===== src/rtl/sevseg_scan_decoder.sv =====
// sevseg_scan_decoder: rebuilds the hex word from multiplexed active-low 7-seg scan lines.
// Define SEVSEG_DP_CAPTURE_EN to also capture decimal points into dp_out.
module sevseg_scan_decoder #(
  parameter int DIGITS        = 8,
  parameter int STABLE_CYCLES = 4
) (
  input  logic                clock,
  input  logic                reset,
  input  logic [DIGITS-1:0]   an,
  input  logic [7:0]          ca,
  output logic [4*DIGITS-1:0] data_out,
  output logic [DIGITS-1:0]   dp_out,
  output logic                data_valid,
  output logic                frame_err
);

  localparam int CW = $clog2(STABLE_CYCLES);
  localparam logic [CW-1:0] CMAX = CW'(STABLE_CYCLES - 1);
  localparam logic [CW-1:0] CARM = CW'(STABLE_CYCLES - 2);
`ifdef SEVSEG_DP_CAPTURE_EN
  localparam logic [7:0] CA_MASK = 8'hFF;
`else
  localparam logic [7:0] CA_MASK = 8'h7F;
`endif

  typedef enum logic {SYNC, COLLECT} state_t;

  state_t              state;
  logic [DIGITS-1:0]   an_q, an_p;
  logic [7:0]          ca_q, ca_p;
  logic [CW-1:0]       cnt;
  logic [DIGITS-1:0]   mask;
  logic [4*DIGITS-1:0] shadow;
  logic                done_p, err_p;

  logic [DIGITS-1:0] sel, mask_nx;
  logic [6:0]        seg;
  logic [3:0]        nib;
  logic              seg_ok, same, blank, multi, accept, bad;

  assign sel     = ~an_q;
  assign mask_nx = mask | sel;
  assign same    = ({an_q, ca_q} == {an_p, ca_p});
  assign blank   = (sel == '0);
  assign multi   = !blank && !$onehot(sel);
  // fires only on the cycle the dwell count first reaches its threshold
  assign accept  = same && (cnt == CARM) && !blank;
  assign bad     = multi || !seg_ok;

  always_comb begin
    seg    = ~ca_q[6:0];
    seg_ok = 1'b1;
    nib    = 4'h0;
    case (seg)
      7'h3F: nib = 4'h0;
      7'h06: nib = 4'h1;
      7'h5B: nib = 4'h2;
      7'h4F: nib = 4'h3;
      7'h66: nib = 4'h4;
      7'h6D: nib = 4'h5;
      7'h7D: nib = 4'h6;
      7'h07: nib = 4'h7;
      7'h7F: nib = 4'h8;
      7'h6F: nib = 4'h9;
      7'h77: nib = 4'hA;
      7'h7C: nib = 4'hB;
      7'h39: nib = 4'hC;
      7'h5E: nib = 4'hD;
      7'h79: nib = 4'hE;
      7'h71: nib = 4'hF;
      default: seg_ok = 1'b0;
    endcase
  end

`ifdef SEVSEG_DP_CAPTURE_EN
  logic [DIGITS-1:0] shadow_dp;

  always_ff @(posedge clock) begin
    if (reset) begin
      shadow_dp <= '0;
      dp_out    <= '0;
    end else begin
      if (done_p) dp_out <= shadow_dp;
      if (accept && !bad && (state == COLLECT || sel[0])) begin
        for (int i = 0; i < DIGITS; i++)
          if (sel[i]) shadow_dp[i] <= ~ca_q[7];
      end
    end
  end
`else
  assign dp_out = '0;
`endif

  always_ff @(posedge clock) begin
    if (reset) begin
      an_q       <= '1;
      an_p       <= '1;
      ca_q       <= CA_MASK;
      ca_p       <= CA_MASK;
      cnt        <= '0;
      state      <= SYNC;
      mask       <= '0;
      shadow     <= '0;
      done_p     <= 1'b0;
      err_p      <= 1'b0;
      data_out   <= '0;
      data_valid <= 1'b0;
      frame_err  <= 1'b0;
    end else begin
      an_q       <= an;
      ca_q       <= ca & CA_MASK;
      an_p       <= an_q;
      ca_p       <= ca_q;
      data_valid <= 1'b0;
      frame_err  <= err_p;
      done_p     <= 1'b0;
      err_p      <= 1'b0;
      if (!same)
        cnt <= '0;
      else if (cnt != CMAX)
        cnt <= cnt + 1'b1;
      if (done_p) begin
        data_out   <= shadow;
        data_valid <= 1'b1;
      end
      if (accept) begin
        if (bad) begin
          err_p  <= 1'b1;
          mask   <= '0;
          shadow <= '0;
          state  <= SYNC;
        end else if (state == COLLECT || sel[0]) begin
          for (int i = 0; i < DIGITS; i++)
            if (sel[i]) shadow[4*i +: 4] <= nib;
          if (&mask_nx) begin
            done_p <= 1'b1;
            mask   <= '0;
            state  <= SYNC;
          end else begin
            mask  <= mask_nx;
            state <= COLLECT;
          end
        end
      end
    end
  end

endmodule


===== config.mk =====
export PLATFORM = sky130hd
export DESIGN_NAME = sevseg_scan_decoder
export DESIGN_NICKNAME = d
export VERILOG_FILES = /design/src/rtl/sevseg_scan_decoder.sv
export SDC_FILE = /design/constraint.sdc
export NUM_CORES = 1
export LEC_CHECK = 0
export CAP_MARGIN = 20
export CORE_UTILIZATION = 51
export CTS_BUF_LIST = sky130_fd_sc_hd__clkbuf_8
export CTS_CLUSTER_DIAMETER = 100
export DETAILED_ROUTE_END_ITERATION = 7
export PLACE_DENSITY = 0.9
export SYNTH_ARGS = -nofsm -noshare
export SYNTH_HDL_FRONTEND = slang
export SYNTH_SLANG_ARGS = --single-unit
export TNS_END_PERCENT = 1

===== constraint.sdc =====
create_clock -name clock -period 3.8 [get_ports clock]
set_input_delay 0.76 -clock clock [delete_from_list [all_inputs] [get_ports clock]]
set_output_delay 0.76 -clock clock [all_outputs]
set_load 0.01 [all_outputs]

* Word level (Yosys, flattened, before mapping) *
Index checks and enable logic that the tools add are counted.

storage, ports and cells
  register bits = 111
  bits of input ports = 18
  output and inout bits = 42
  logic and storage cells = 108

operators by class
  $add $sub $neg = 8
  eq/ne operators = 20
  muxes and demuxes = 21
  bitwise logic cells = 6
  reduce and logical (&&, ||, !) cells = 32

operator list
  operator              count
  $eq A7 B7 Y1 const B  12
  $mux W32              2
  $pmux W4 S15          1
  $mux W4               8
  $mux W8               3
  $reduce_and A3 Y1     8
  $reduce_bool A2 Y1    9
  $eq A16 B16 Y1        1
  $reduce_or A16 Y1     1
  $eq A7 B3 Y1 const B  2
  $eq A7 B6 Y1 const B  2
  $add A1 B1 Y2         4
  $logic_not A8 Y1      1
  $not A8 Y8            1
  $or A8 B8 Y8          1
  $reduce_and A8 Y1     1
  $mux W1               7
  $not A7 Y7            1
  $add A2 B2 Y3         2
  $add A3 B3 Y4         1
  $eq A4 B1 Y1 const B  1
  $reduce_or A2 Y1      2
  $reduce_or A4 Y1      1
  $logic_and A1 B1 Y1   3
  other kinds (7)       12

* Longest topological paths before layout *
  word-level depth = 10
  mapped depth = 15
  gate-level depth less buffers = 13

* Worst setup path after synthesis *
No wires, ideal clock.

  kind = reg-to-reg
  start point = register an_q[0]
  end point = register shadow[29]
  library setup time = 138 ps
  data arrival time = 4,018 ps
  data required time = 3,662 ps
  slack = -355 ps
  stages on the path, launching flop included = 16
  path buffers = 2
  period minus slack after synthesis = 4,155 ps
  path through = dfxtp_1 fa_1 inv_1 fa_1 fa_1 ha_1 inv_1 fa_1 a2111oi_0 a21oi_1 o22ai_1 o31ai_4 buf_6 buf_8 o211ai_1 o221ai_1

on the way
  longest elaborated chain between the ends = 10
  elaborated cells on any way between the ends = 18
  classes of those cells = add/sub: 3; eq/ne: 2; mux: 1; bitwise: 1; reduce/logical: 11

ends and longest elaborated chain
  item                                 line  source
  start, declared                      29    logic [DIGITS-1:0] an_q, an_p;
  start signal, assigned               110   an_q <= an;
  $not A8 Y8                           41    assign sel = ~an_q;
  $add A1 B1 Y2 (not written as such)  45    assign multi = !blank && !$onehot(sel);
  $add A2 B2 Y3 (not written as such)  45
  $add A3 B3 Y4 (not written as such)  45
  $eq A4 B1 Y1                         45
  $logic_not A1 Y1                     45
  $logic_and A1 B1 Y1                  45
  $logic_or A1 B1 Y1                   48    assign bad = multi || !seg_ok;
  $reduce_bool A2 Y1 (no source line)  n/a
  $reduce_and A3 Y1 (no source line)   n/a
  end signal, assigned by index        134   if (sel[i]) shadow[4*i +: 4] <= nib;
  end, declared                        33    logic [4*DIGITS-1:0] shadow;

Parallel ways exist; a longest one is shown, timed or not.
A chain may end at the register's enable or synchronous reset.

* Worst setup path after layout *
  start point = register an_q[0]
  end point = register mask[5]

on the way
  longest elaborated chain between the ends = 10
  elaborated cells on any way between the ends = 21
  classes of those cells = add/sub: 3; eq/ne: 2; mux: 3; bitwise: 2; reduce/logical: 11

ends and longest elaborated chain
  item                                 line  source
  $not A8 Y8                           41
  $add A1 B1 Y2 (not written as such)  45
  $add A2 B2 Y3 (not written as such)  45
  $add A3 B3 Y4 (not written as such)  45
  $eq A4 B1 Y1                         45
  $logic_not A1 Y1                     45
  $logic_and A1 B1 Y1                  45
  $logic_or A1 B1 Y1                   48
  $reduce_bool A2 Y1 (no source line)  n/a
  $reduce_and A2 Y1 (no source line)   n/a
  end signal, assigned                 140   mask <= mask_nx;
  end, declared                        32    logic [DIGITS-1:0] mask;

Parallel ways exist; a longest one is shown, timed or not. The select of a mux whose other input is x is not followed.

==> impl_metrics.csv <==
group,metric,value,unit
pwr,p_comb_share,10.4,%
layout,final_util,62.0,%
route,vias,3642,
cts,clkSinkCount,109,
sta,setup_violations,40,
cts,clock_latency,0.38,ns
route,first_pass_iters,7,
sta,rsz0062_at_grt,"true",
yosys,synth_cell_types,52,
yosys,synth_fa_ha_area_share,3.39,%
yosys,synthCells,460,
yosys,syn_area,4580,um^2
cts,cts_tree,"built",
sta,timing.setup.tns,-3.41,ns
route,drcViolationCount,0,
pwr,p_sw,549,uW
placed_design,hpwl,6570,um
layout,fillers,667,
layout,seq_area,2180,um^2
yosys,ys_warn_count,0,
cts,cts-root-buf,"clkbuf_8",
pwr,leakagePower,0.00198,uW
sta,fin_ws,-0.158,ns
critical_path,end_kind,"flop",
layout,multi_input_area,2210,um^2
yosys,async_reset_ff_share,0,%
worst_hold_path,hold_class,"flop to flop",
route,wl_per_cell,16.7,um
cts,cts-buffers-inserted,9,
global_routing,grt_pass1_wl,17300,um
critical_path,crit_chain,"fa_1, inv_1, fa_1, fa_1, ha_2, inv_2, fa_2, a2111oi_4, a21oi_2, o22ai_2, buf_4, o31ai_4, o31ai_4, a22o_1",
placed_design,portBuffers,50,
global_routing,antenna_found_initial,0,
sta,period_needed,3.96,ns
yosys,synth-simple-area-share,16.8,%
yosys,yosysMostFrequentCell,"dfxtp_1",
placed_design,gp_congestion,0.869,
route,drt_wl_total,10400,um
critical_path,cp_max_fo,8,
yosys,synth_edf_count,0,
floorplanning,dieWidth,96.8,um
cts,cts_hold_buf,0,
yosys,ys_seq_area_share,47.6,%
layout,finalNonFillerCells,623,
critical_path,slowest_delay,0.54,ns
pwr,peakVddDrop,0.000234,V
yosys,synth_compound_area_share,14.8,%
yosys,ys_ff_latch,109,
critical_path,crit_type,"flop to flop",
sta,slew_violations,0,
floorplanning,initial_core_util,52.5,%
route,drt.antenna.violating_nets,0,
sta,hold_violations,0,
floorplanning,num_io_pins,60,
cts,cts_max_level,3,
critical_path,cp.required,4.12,ns
yosys,synthMuxAreaShare,7.43,%
sta,slew_headroom,29.1,%
route,viasPerCell,5.85,
floorplanning,core_area,8720,um^2
sta,clock_skew,0.0187,ns
route,dr.first_iter.drc_count,328,
pwr,p_int,1500,uW
cts,cts.reportedPaths.clkPinSlew,0.10,ns
placed_design,post-place-cells,603,
pwr,pwr_density_cell,380,nW/um^2
critical_path,cp-start-kind,"flop",
floorplanning,die_h,96.8,um
pwr,seqPwrFrac,57.4,%
run,maxCapViolCount,0,
placed_design,place_area,5140,um^2
pwr,netSwitchingFraction,26.8,%
critical_path,ff2ff_path_depth,14,
sta,finalCritPeriodShare,104,%
layout,drive_gt1_share,16.1,%
pwr,power_frac_clock,32.1,%
layout,fin_nets,538,
run_status,outcome,"finished, violations left",
layout,area.growth.synth_to_final,18.0,%
yosys,synthFlopType,"dfxtp_1",
yosys,synth_area_per_cell,9.96,um^2
cts,clock_path_buffers,2,
sta,tightestPinTransition,1.06,ns
floorplanning,row_count,34,
yosys,synth.largest_area_cell,"dfxtp_1",
critical_path,crit_path_frequent_cell,"fa_1",
global_routing,overflow,0,
run_status,violations,"negative setup slack",
layout,stdcell_area,5410,um^2
global_routing,grt_pass1_vias,3575,
yosys,synthTopCellsByCount,"dfxtp_1 (109), nor2_1 (53), mux2i_1 (34)",
layout,antennaDiodeCount,0,
yosys,synth_top_family_by_area,"simple AND/OR/NAND/NOR gates",
critical_path,cpMaxStageDelayCell,"fa_1",
sta,clock.fmax,0.253,GHz
yosys,synth.area.top_cells,"dfxtp_1 (48%), mux2i_1 (7.4%), a22o_1 (4.6%), nor2_1 (4.3%), or2_2 (3.3%)",
global_routing,track_usage,22.7,%
yosys,synth_xor_area_share,3.25,%
floorplanning,die_area,9370,um^2
worst_hold_path,hold_path_depth,1,
yosys,yosysTopAreaCellShare,47.6,%
critical_path,cp_data_arrival_time,4.27,ns
global_routing,grt_start_max_net_pins,68,
==> power by group through the flow <==
| stage | clock [uW] | sequential, uW | combinational (uW) |
|---|---|---|---|
| 5_1_grt | 714 | 1180 | 231 |
| 4_1_cts | 664 | 1180 | 209 |
| 3_5_place_dp | 0 | 1200 | 181 |
| 3_3_place_gp | 0 | 1200 | 172 |
| 2_1_floorplan | 0 | 1190 | 143 |
| 6_report | 659 | 1180 | 214 |
==> layout make-up <==
class | count | area share (%)
Clock buffer | 9 | 2.29
Clock inverter | 7 | 1.09
Inverter | 18 | 1.25
Multi-Input combinational cell | 305 | 40.9
Sequential cell | 109 | 40.4
Tap cell | 108 | 2.50
Timing Repair Buffer | 67 | 11.6
==> state kept, by name (all words and copies together), names as in the netlist, 2 cells and up <==
register / cells
cnt: 2
data_out: 32
ca_p: 7
shadow: 32
mask: 8
an_p: 8
an_q: 8
ca_q: 7
==> layout by cell type (no fill, tap or decap), types with 5 or more instances in the layout <==
| cell | n |
|---|---|
| nor3_1 | 6 |
| nand2_1 | 27 |
| xor2_1 | 5 |
| xnor2_1 | 12 |
| a21oi_1 | 6 |
| a22o_1 | 24 |
| o31ai_2 | 5 |
| o22ai_1 | 5 |
| dfxtp_1 | 107 |
| ha_1 | 5 |
| clkdlybuf4s50_1 | 49 |
| inv_1 | 17 |
| nand3_1 | 13 |
| o211ai_1 | 9 |
| buf_4 | 16 |
| o221ai_1 | 6 |
| or2_2 | 24 |
| clkbuf_8 | 9 |
| conb_1 | 8 |
| mux2i_1 | 34 |
| o2bb2ai_1 | 8 |
| nor2_1 | 53 |
==> repair_timing <==
action	CTS	global route
gates cloned	2	0
setup endpoints to repair	39	43
setup buffers	2	0
pin swaps	10	9
resized for setup	9	2
==> path summary, 6_finish.rpt <==
kind	from	end	slack [ns]
setup / recovery	an_q[0]$_SDFF_PP1_	mask[5]$_SDFFE_PP0P_	-0.16
hold / removal	err_p$_SDFF_PP0_	frame_err$_SDFF_PP0_	0.46
setup reg to reg	an_q[0]$_SDFF_PP1_	mask[5]$_SDFFE_PP0P_	-0.16
hold reg to reg	err_p$_SDFF_PP0_	frame_err$_SDFF_PP0_	0.46
==> critical path: cells and delay by family (launching register included) <==
| family | cells | cell delay, ns |
|---|---|---|
| AOI/OAI and AO/OA | 6 | 1.26 |
| DFF | 1 | 0.35 |
| buffers and inverters | 3 | 0.26 |
| adders and majority gates | 5 | 2.05 |
==> metrics by stage <==
| step | power [uW] | setup WS, ns | hold slack (ns) |
|---|---|---|---|
| after floorplan | 1340 | 0.00440 | 0.414 |
| after global placement | 1380 | -0.0514 | 0.434 |
| after detailed placement | 1390 | -0.178 | 0.450 |
| after CTS | 2050 | -0.0829 | 0.465 |
| after global routing | 2130 | -0.277 | 0.474 |
| final | 2050 | -0.158 | 0.456 |
==> metal layers <==
layer	GRT usage, %	routed length [um]
met1	27.6	4160
met2	39.0	5190
met3	3.32	666
met4	11.6	374
met5	0	0
==> kinds of logic (layout without fill, tap and decap cells) <==
family / Yosys count / count (layout)
DFF: 109 / 109
muxes: 34 / 34
xor gates and xnor gates: 17 / 17
and+or+nand+nor: 153 / 153
AOI/OAI and AO/OA: 81 / 83
other: 1 / 8
buffers and inverters: 55 / 101
adders and majority gates: 10 / 10
(Power assumes the default switching activity.)
